## config.mk

```make
export PLATFORM = sky130hd
export DESIGN_NAME = alu_arbiter_flat
export DESIGN_NICKNAME = d
export VERILOG_FILES = /design/src/rtl/alu_arbiter_if.sv /design/src/rtl/alu_arbiter.sv /design/src/flat_wrapper.sv
export SDC_FILE = /design/constraint.sdc
export NUM_CORES = 1
export LEC_CHECK = 0
export CAP_MARGIN = 20
export CORE_MARGIN = 2
export CORE_UTILIZATION = 40
export CTS_CLUSTER_SIZE = 14
export DETAILED_ROUTE_END_ITERATION = 10
export GPL_ROUTABILITY_DRIVEN = 1
export HOLD_SLACK_MARGIN = 0.05
export PLACE_DENSITY = 0.87
export SYNTH_ARGS = -nofsm -noshare
export SYNTH_HDL_FRONTEND = slang
export SYNTH_SLANG_ARGS = --single-unit
```

## constraint.sdc

```tcl
create_clock -name clk -period 1.7 [get_ports clk]
set_input_delay 0.255 -clock clk [delete_from_list [all_inputs] [get_ports clk]]
set_output_delay 0.255 -clock clk [all_outputs]
set_load 0.01 [all_outputs]
```

## src/rtl/alu_arbiter_if.sv

```systemverilog
// Command/response channels of the two ALU requesters plus the shared ALU bus.
// The per-requester error flags exist only when ALU_ILLEGAL_OP_CHECK_EN is defined.
interface alu_arbiter_if #(
  parameter int BITS  = 8,
  parameter int ALUOP = 4
);
  logic             req0_valid;
  logic             req0_ready;
  logic [ALUOP-1:0] req0_func;
  logic [BITS-1:0]  req0_a;
  logic [BITS-1:0]  req0_b;
  logic             rsp0_valid;
  logic             rsp0_ready;
  logic [BITS-1:0]  rsp0_result;
  logic             req1_valid;
  logic             req1_ready;
  logic [ALUOP-1:0] req1_func;
  logic [BITS-1:0]  req1_a;
  logic [BITS-1:0]  req1_b;
  logic             rsp1_valid;
  logic             rsp1_ready;
  logic [BITS-1:0]  rsp1_result;
  logic [ALUOP-1:0] alu_function;
  logic [BITS-1:0]  alu_a;
  logic [BITS-1:0]  alu_b;
  logic [BITS-1:0]  alu_result;
`ifdef ALU_ILLEGAL_OP_CHECK_EN
  logic             rsp0_err;
  logic             rsp1_err;
`endif

  modport slave (
`ifdef ALU_ILLEGAL_OP_CHECK_EN
    output rsp0_err, output rsp1_err,
`endif
    input  req0_valid, req0_func, req0_a, req0_b, rsp0_ready,
    input  req1_valid, req1_func, req1_a, req1_b, rsp1_ready,
    input  alu_result,
    output req0_ready, rsp0_valid, rsp0_result,
    output req1_ready, rsp1_valid, rsp1_result,
    output alu_function, alu_a, alu_b
  );

  modport master (
`ifdef ALU_ILLEGAL_OP_CHECK_EN
    input  rsp0_err, input rsp1_err,
`endif
    output req0_valid, req0_func, req0_a, req0_b, rsp0_ready,
    output req1_valid, req1_func, req1_a, req1_b, rsp1_ready,
    output alu_result,
    input  req0_ready, rsp0_valid, rsp0_result,
    input  req1_ready, rsp1_valid, rsp1_result,
    input  alu_function, alu_a, alu_b
  );
endinterface

```

## src/rtl/alu_arbiter.sv

```systemverilog
// Round-robin sharing of one combinational ALU between two requesters (IDLE -> ISSUE -> RESP).
// Define ALU_ILLEGAL_OP_CHECK_EN to short-circuit illegal function codes with an error response.
module alu_arbiter #(
  parameter int BITS  = 8,
  parameter int ALUOP = 4
) (
  input  logic         clk,
  input  logic         reset,
  alu_arbiter_if.slave bus,
  output logic         busy
);

  typedef enum logic [1:0] {
    IDLE  = 2'd0,
    ISSUE = 2'd1,
    RESP  = 2'd2
  } state_t;

  state_t           state_r;
  state_t           stateNext_s;
  logic             busy_r;
  logic             lastGrant_r;
  logic             owner_r;
  logic [ALUOP-1:0] aluFunc_r;
  logic [BITS-1:0]  aluA_r;
  logic [BITS-1:0]  aluB_r;
  logic             rsp0Valid_r;
  logic             rsp1Valid_r;
  logic [BITS-1:0]  rsp0Result_r;
  logic [BITS-1:0]  rsp1Result_r;

  logic             grantValid_s;
  logic             winner_s;
  logic             ownerReady_s;
  logic             skipIssue_s;
  logic [ALUOP-1:0] winFunc_s;
  logic [BITS-1:0]  winA_s;
  logic [BITS-1:0]  winB_s;

`ifdef ALU_ILLEGAL_OP_CHECK_EN
  logic rsp0Err_r;
  logic rsp1Err_r;

  function automatic logic isIllegalOp(input logic [ALUOP-1:0] func);
    return (func == {ALUOP{1'b0}}) || (func > ALUOP'(4'd9));
  endfunction
`endif

  // Round-robin winner selection; only meaningful while idle.
  always_comb begin
    winner_s     = 1'b0;
    grantValid_s = 1'b0;
    if (state_r == IDLE) begin
      if (bus.req0_valid && bus.req1_valid) begin
        winner_s     = ~lastGrant_r;
        grantValid_s = 1'b1;
      end else if (bus.req0_valid) begin
        winner_s     = 1'b0;
        grantValid_s = 1'b1;
      end else if (bus.req1_valid) begin
        winner_s     = 1'b1;
        grantValid_s = 1'b1;
      end else begin
        winner_s     = 1'b0;
        grantValid_s = 1'b0;
      end
    end else begin
      winner_s     = 1'b0;
      grantValid_s = 1'b0;
    end
  end

  assign winFunc_s    = winner_s ? bus.req1_func : bus.req0_func;
  assign winA_s       = winner_s ? bus.req1_a : bus.req0_a;
  assign winB_s       = winner_s ? bus.req1_b : bus.req0_b;
  assign ownerReady_s = owner_r ? bus.rsp1_ready : bus.rsp0_ready;

`ifdef ALU_ILLEGAL_OP_CHECK_EN
  assign skipIssue_s = isIllegalOp(winFunc_s);
`else
  assign skipIssue_s = 1'b0;
`endif

  // Next-state logic of the arbitration FSM.
  always_comb begin
    stateNext_s = state_r;
    case (state_r)
      IDLE: begin
        if (grantValid_s) begin
          if (skipIssue_s) begin
            stateNext_s = RESP;
          end else begin
            stateNext_s = ISSUE;
          end
        end else begin
          stateNext_s = IDLE;
        end
      end
      ISSUE: stateNext_s = RESP;
      RESP: begin
        if (ownerReady_s) begin
          stateNext_s = IDLE;
        end else begin
          stateNext_s = RESP;
        end
      end
      default: stateNext_s = IDLE;
    endcase
  end

  // State register; busy is registered from the next state so it tracks state_r exactly.
  always_ff @(posedge clk or posedge reset) begin
    if (reset) begin
      state_r <= IDLE;
      busy_r  <= 1'b0;
    end else begin
      state_r <= stateNext_s;
      busy_r  <= (stateNext_s != IDLE);
    end
  end

  // Operand latch, result capture and response-valid handshake.
  always_ff @(posedge clk or posedge reset) begin
    if (reset) begin
      lastGrant_r  <= 1'b1;
      owner_r      <= 1'b0;
      aluFunc_r    <= {ALUOP{1'b0}};
      aluA_r       <= {BITS{1'b0}};
      aluB_r       <= {BITS{1'b0}};
      rsp0Valid_r  <= 1'b0;
      rsp1Valid_r  <= 1'b0;
      rsp0Result_r <= {BITS{1'b0}};
      rsp1Result_r <= {BITS{1'b0}};
    end else begin
      case (state_r)
        IDLE: begin
          if (grantValid_s) begin
            owner_r     <= winner_s;
            lastGrant_r <= winner_s;
            if (skipIssue_s) begin
              // Illegal code: the ALU stays at "no function" and a zero result is posted at once.
              aluFunc_r <= {ALUOP{1'b0}};
              aluA_r    <= {BITS{1'b0}};
              aluB_r    <= {BITS{1'b0}};
              if (winner_s) begin
                rsp1Valid_r  <= 1'b1;
                rsp1Result_r <= {BITS{1'b0}};
              end else begin
                rsp0Valid_r  <= 1'b1;
                rsp0Result_r <= {BITS{1'b0}};
              end
            end else begin
              aluFunc_r <= winFunc_s;
              aluA_r    <= winA_s;
              aluB_r    <= winB_s;
            end
          end
        end
        ISSUE: begin
          aluFunc_r <= {ALUOP{1'b0}};
          aluA_r    <= {BITS{1'b0}};
          aluB_r    <= {BITS{1'b0}};
          if (owner_r) begin
            rsp1Valid_r  <= 1'b1;
            rsp1Result_r <= bus.alu_result;
          end else begin
            rsp0Valid_r  <= 1'b1;
            rsp0Result_r <= bus.alu_result;
          end
        end
        RESP: begin
          if (ownerReady_s) begin
            if (owner_r) begin
              rsp1Valid_r <= 1'b0;
            end else begin
              rsp0Valid_r <= 1'b0;
            end
          end
        end
        default: begin
          aluFunc_r <= {ALUOP{1'b0}};
        end
      endcase
    end
  end

`ifdef ALU_ILLEGAL_OP_CHECK_EN
  // Error flag follows the owner's accepted command and is held with its result.
  always_ff @(posedge clk or posedge reset) begin
    if (reset) begin
      rsp0Err_r <= 1'b0;
      rsp1Err_r <= 1'b0;
    end else if (state_r == IDLE && grantValid_s) begin
      if (winner_s) begin
        rsp1Err_r <= skipIssue_s;
      end else begin
        rsp0Err_r <= skipIssue_s;
      end
    end
  end

  assign bus.rsp0_err = rsp0Err_r;
  assign bus.rsp1_err = rsp1Err_r;
`endif

  assign bus.req0_ready   = grantValid_s & ~winner_s;
  assign bus.req1_ready   = grantValid_s & winner_s;
  assign bus.rsp0_valid   = rsp0Valid_r;
  assign bus.rsp1_valid   = rsp1Valid_r;
  assign bus.rsp0_result  = rsp0Result_r;
  assign bus.rsp1_result  = rsp1Result_r;
  assign bus.alu_function = aluFunc_r;
  assign bus.alu_a        = aluA_r;
  assign bus.alu_b        = aluB_r;
  assign busy             = busy_r;

endmodule

```

## src/flat_wrapper.sv

```systemverilog
// flat-port wrapper written by rule: the top's interface ports become plain ports
module alu_arbiter_flat 
#(
  parameter int BITS  = 8,
  parameter int ALUOP = 4
)
  (clk, reset, busy, bus_req0_valid, bus_req0_func, bus_req0_a, bus_req0_b, bus_rsp0_ready, bus_req1_valid, bus_req1_func, bus_req1_a, bus_req1_b, bus_rsp1_ready, bus_alu_result, bus_req0_ready, bus_rsp0_valid, bus_rsp0_result, bus_req1_ready, bus_rsp1_valid, bus_rsp1_result, bus_alu_function, bus_alu_a, bus_alu_b);
  alu_arbiter_if #(.BITS(BITS), .ALUOP(ALUOP)) bus_i ();
  input  logic clk;
  input  logic reset;
  output logic busy;
  input wire logic [$bits(bus_i.req0_valid)-1:0] bus_req0_valid;
  input wire logic [$bits(bus_i.req0_func)-1:0] bus_req0_func;
  input wire logic [$bits(bus_i.req0_a)-1:0] bus_req0_a;
  input wire logic [$bits(bus_i.req0_b)-1:0] bus_req0_b;
  input wire logic [$bits(bus_i.rsp0_ready)-1:0] bus_rsp0_ready;
  input wire logic [$bits(bus_i.req1_valid)-1:0] bus_req1_valid;
  input wire logic [$bits(bus_i.req1_func)-1:0] bus_req1_func;
  input wire logic [$bits(bus_i.req1_a)-1:0] bus_req1_a;
  input wire logic [$bits(bus_i.req1_b)-1:0] bus_req1_b;
  input wire logic [$bits(bus_i.rsp1_ready)-1:0] bus_rsp1_ready;
  input wire logic [$bits(bus_i.alu_result)-1:0] bus_alu_result;
  output wire logic [$bits(bus_i.req0_ready)-1:0] bus_req0_ready;
  output wire logic [$bits(bus_i.rsp0_valid)-1:0] bus_rsp0_valid;
  output wire logic [$bits(bus_i.rsp0_result)-1:0] bus_rsp0_result;
  output wire logic [$bits(bus_i.req1_ready)-1:0] bus_req1_ready;
  output wire logic [$bits(bus_i.rsp1_valid)-1:0] bus_rsp1_valid;
  output wire logic [$bits(bus_i.rsp1_result)-1:0] bus_rsp1_result;
  output wire logic [$bits(bus_i.alu_function)-1:0] bus_alu_function;
  output wire logic [$bits(bus_i.alu_a)-1:0] bus_alu_a;
  output wire logic [$bits(bus_i.alu_b)-1:0] bus_alu_b;
  assign bus_i.req0_valid = bus_req0_valid;
  assign bus_i.req0_func = bus_req0_func;
  assign bus_i.req0_a = bus_req0_a;
  assign bus_i.req0_b = bus_req0_b;
  assign bus_i.rsp0_ready = bus_rsp0_ready;
  assign bus_i.req1_valid = bus_req1_valid;
  assign bus_i.req1_func = bus_req1_func;
  assign bus_i.req1_a = bus_req1_a;
  assign bus_i.req1_b = bus_req1_b;
  assign bus_i.rsp1_ready = bus_rsp1_ready;
  assign bus_i.alu_result = bus_alu_result;
  assign bus_req0_ready = bus_i.req0_ready;
  assign bus_rsp0_valid = bus_i.rsp0_valid;
  assign bus_rsp0_result = bus_i.rsp0_result;
  assign bus_req1_ready = bus_i.req1_ready;
  assign bus_rsp1_valid = bus_i.rsp1_valid;
  assign bus_rsp1_result = bus_i.rsp1_result;
  assign bus_alu_function = bus_i.alu_function;
  assign bus_alu_a = bus_i.alu_a;
  assign bus_alu_b = bus_i.alu_b;
  alu_arbiter #(.BITS(BITS), .ALUOP(ALUOP)) u_core (.clk(clk), .reset(reset), .bus(bus_i), .busy(busy));
endmodule
```

==> results.txt <==
Worst-path clk slew = 0.08 ns
commonest non-fill, non-tap cells in the layout = clkdlybuf4s50_1, dfrtp_1, mux2i_1
sw frac = 33.8%
Cell Chain, Critical Path = inv_2 -> ha_4 -> nand3_2 -> inv_1 -> nor2_1 -> clkbuf_2
largest family of logic cells by synthesized area = multiplexers
antenna violations before repair = 0
Avg Vias per Cell = 4.94
Seq pwr share = 34.3%
Worst Path Required = 1.44 ns
R2R cell count = 7
area leader, netlist = dfrtp_1
setup TNS = 0 ns
Synth Area in XOR/XNOR = 0%
top cells by area, synth = dfrtp_1, mux2i_1, mux2_2
RSZ-0062 raised after global routing = false
YS warnings = 0
Initial Util = 40.8%
CP peak stage delay = 0.39 ns
minimum clock period = 1.54 ns
Synth Flop Type = dfrtp_1
antenna diode count = 0
die height = 72.7 um
clk sink count = 43
Adder-Cell Fraction of Synth Area = 1.99%
# nets final = 309
cts bufs inserted = 5
number of remaining DRC errors = 0
#FFs+latches synth = 43
CTS Buffer Depth = 2
Area Overhead vs Synth = 61.9%
Setup-failing EPs final = 0
post-synthesis simple-gate area fraction = 5.43%
Worst Skew = 0.00305 ns
Die W = 72.7 um
FP Rows = 25
DR pass1 iterations = 4
GRT Resource Usage Total = 18.6%
DR vias = 1518
status = completed
Slew @ Worst Pin = 0.352 ns
first-pass GRT wire length = 7320 um
static leakage power = 1.40 nW
Mapped Area = 1890 um2
Synth top area share = 55.6%
most common cell after layout, fill and taps aside = clkdlybuf4s50_1
post-synthesis async set-or-reset flop share = 100%
WHS = 0.199 ns
Worst path slowest cell = dfrtp_1
maximum VDD drop = 1.06 mV
combinational share of power = 53.6%
post-route ant nets = 0
sequential element share of the synthesized area = 57.0%
sw power = 1.71 mW
startpoint types = flip-flop
syn nets = 202
# H-tree levels = 2
gp weighted congestion = 0.691
Synth Area in Compound Gates = 11.0%
maximum clock rate = 649 MHz
critical path type = reg -> out
clock latency at the later pin of the worst-skew pair = 0.30 ns
post-DP HPWL = 3590 um
drt wl/cell = 15.0 um
core area = 4630 um2
count of final hold-check violations = 0
pins over their slew limit = 0
Internal Power = 3.36 mW
placed insts = 299
Worst EP arrival = 1.28 ns
non-filler cells, final = 307
initial DRC count = 44
Yosys cell types = 24
vias in the first global route = 1530
final period utilization = 90.6%
fraction of layout cells with a size suffix above 1 = 17.0%
hold_buf cts = 0
grt ovf = 0
Max-Cap Viols = 0
syn avg cell area = 13.0 um2
relative slew slack = 76.5%
Syn Inst Count = 145
EDFF count, synth = 0
CP Capture Type = output port
Clk pwr share = 12.1%
Min-Delay Path Class = in -> async
Port Buffers = 94
mux share of post-synthesis cell area = 20.7%
TritonCTS clock tree = yes
final core utilization = 66.1%
Max FO, Critical Path = 5
die area = 5290 um2
setup bufs post-CTS = 0
largest net degree at the start of global routing = 23
drt total wl = 4590 um
PD cells = 1660 nW/um2
CTS root buffer = clkbuf_8
io pins = 95
-- metal layers --
metal,vias up,wire (um),GRT usage (%)
met4,0,72,8.23
met1,723,1820,21.8
met5,-,0,0
li1,727,-,-
met3,7,411,6.63
met2,61,2290,30.8
-- cell families (layout without fill, tap and decap cells) --
kind of cell	Yosys count	in the layout
muxes	37	37
AOI/OAI and AO/OA	28	28
buffers and inverters	12	120
DFF	43	43
adders and majority gates	3	3
and+or+nand+nor	22	22
-- state kept, by name, summed over array words and instances (netlist names) --
| register | flops |
|---|---|
| u_core.state_r | 2 |
| u_core.bus.alu_function | 4 |
| u_core.bus.alu_b | 8 |
| u_core.bus.rsp1_result | 8 |
| u_core.lastGrant_r | 1 |
| u_core.busy | 1 |
| u_core.bus.rsp0_valid | 1 |
| u_core.bus.rsp1_valid | 1 |
| u_core.owner_r | 1 |
| u_core.bus.rsp0_result | 8 |
| u_core.bus.alu_a | 8 |
-- layout make-up --
class	instances	area [um2]
Sequential cell	43	1080
Clock inverter	1	5.00
Clock buffer	7	76.3
Inverter	6	22.5
Tap cell	54	67.6
Timing Repair Buffer	106	1060
Multi-Input combinational cell	90	751
Fill cell	381	1570
-- timing repair --
item / in CTS / in global routing
endpoints found under the setup margin: 2 / 2
resized for setup: 7 / 3
gates cloned: 0 / 0
-- power by group through the flow --
stage          clock (mW)  combinational [mW]  sequential [mW]
6_report            0.616                2.72             1.74
5_1_grt             0.678                2.94             1.80
4_1_cts             0.633                2.76             1.74
3_5_place_dp            0                2.71             1.75
3_3_place_gp            0                2.65             1.73
2_1_floorplan           0                1.13             1.92
-- synthesized netlist by cell type (2+ instances only) --
cell        n
dfrtp_1    42
inv_1       6
nand2b_1    2
ha_1        3
o21ai_0     5
o21ai_1     2
buf_6       3
nor2_1      2
a21oi_1     3
mux2_2     14
buf_2       2
o2bb2ai_1  16
mux2i_1    21
mux2_1      2
nand2_1    13
-- stage by stage --
step	setup WS [ns]	instance area, um2	total power, mW
floorplan	0.173	1890	3.06
global placement	-0.150	2970	4.38
detailed placement	-0.152	2970	4.46
CTS	0.0359	3070	5.14
global route	0.0526	3060	5.41
finish	0.160	3060	5.07
-- worst paths after layout --
| kind | startpoint | to | slack (ns) |
|---|---|---|---|
| max | u_core.state_r[0] | bus_req0_ready | 0.16 |
| min | reset | u_core.bus.rsp0_result[7] | 0.20 |
| max reg2reg | u_core.state_r[0] | u_core.bus.alu_b[4] | 0.17 |
| min reg2reg | u_core.lastGrant_r | u_core.lastGrant_r | 0.47 |
| max in group asynchronous | reset | u_core.lastGrant_r | 0.99 |
| min in group clk | u_core.lastGrant_r | u_core.lastGrant_r | 0.47 |
-- critical path: cells and delay by family, from the launching register on --
kind                       cells  cell delay, ns
DFF                            1            0.39
buffers and inverters          3            0.30
adders and majority gates      1            0.17
and+or+nand+nor                2            0.12
Power figures use the tool's default switching activity.
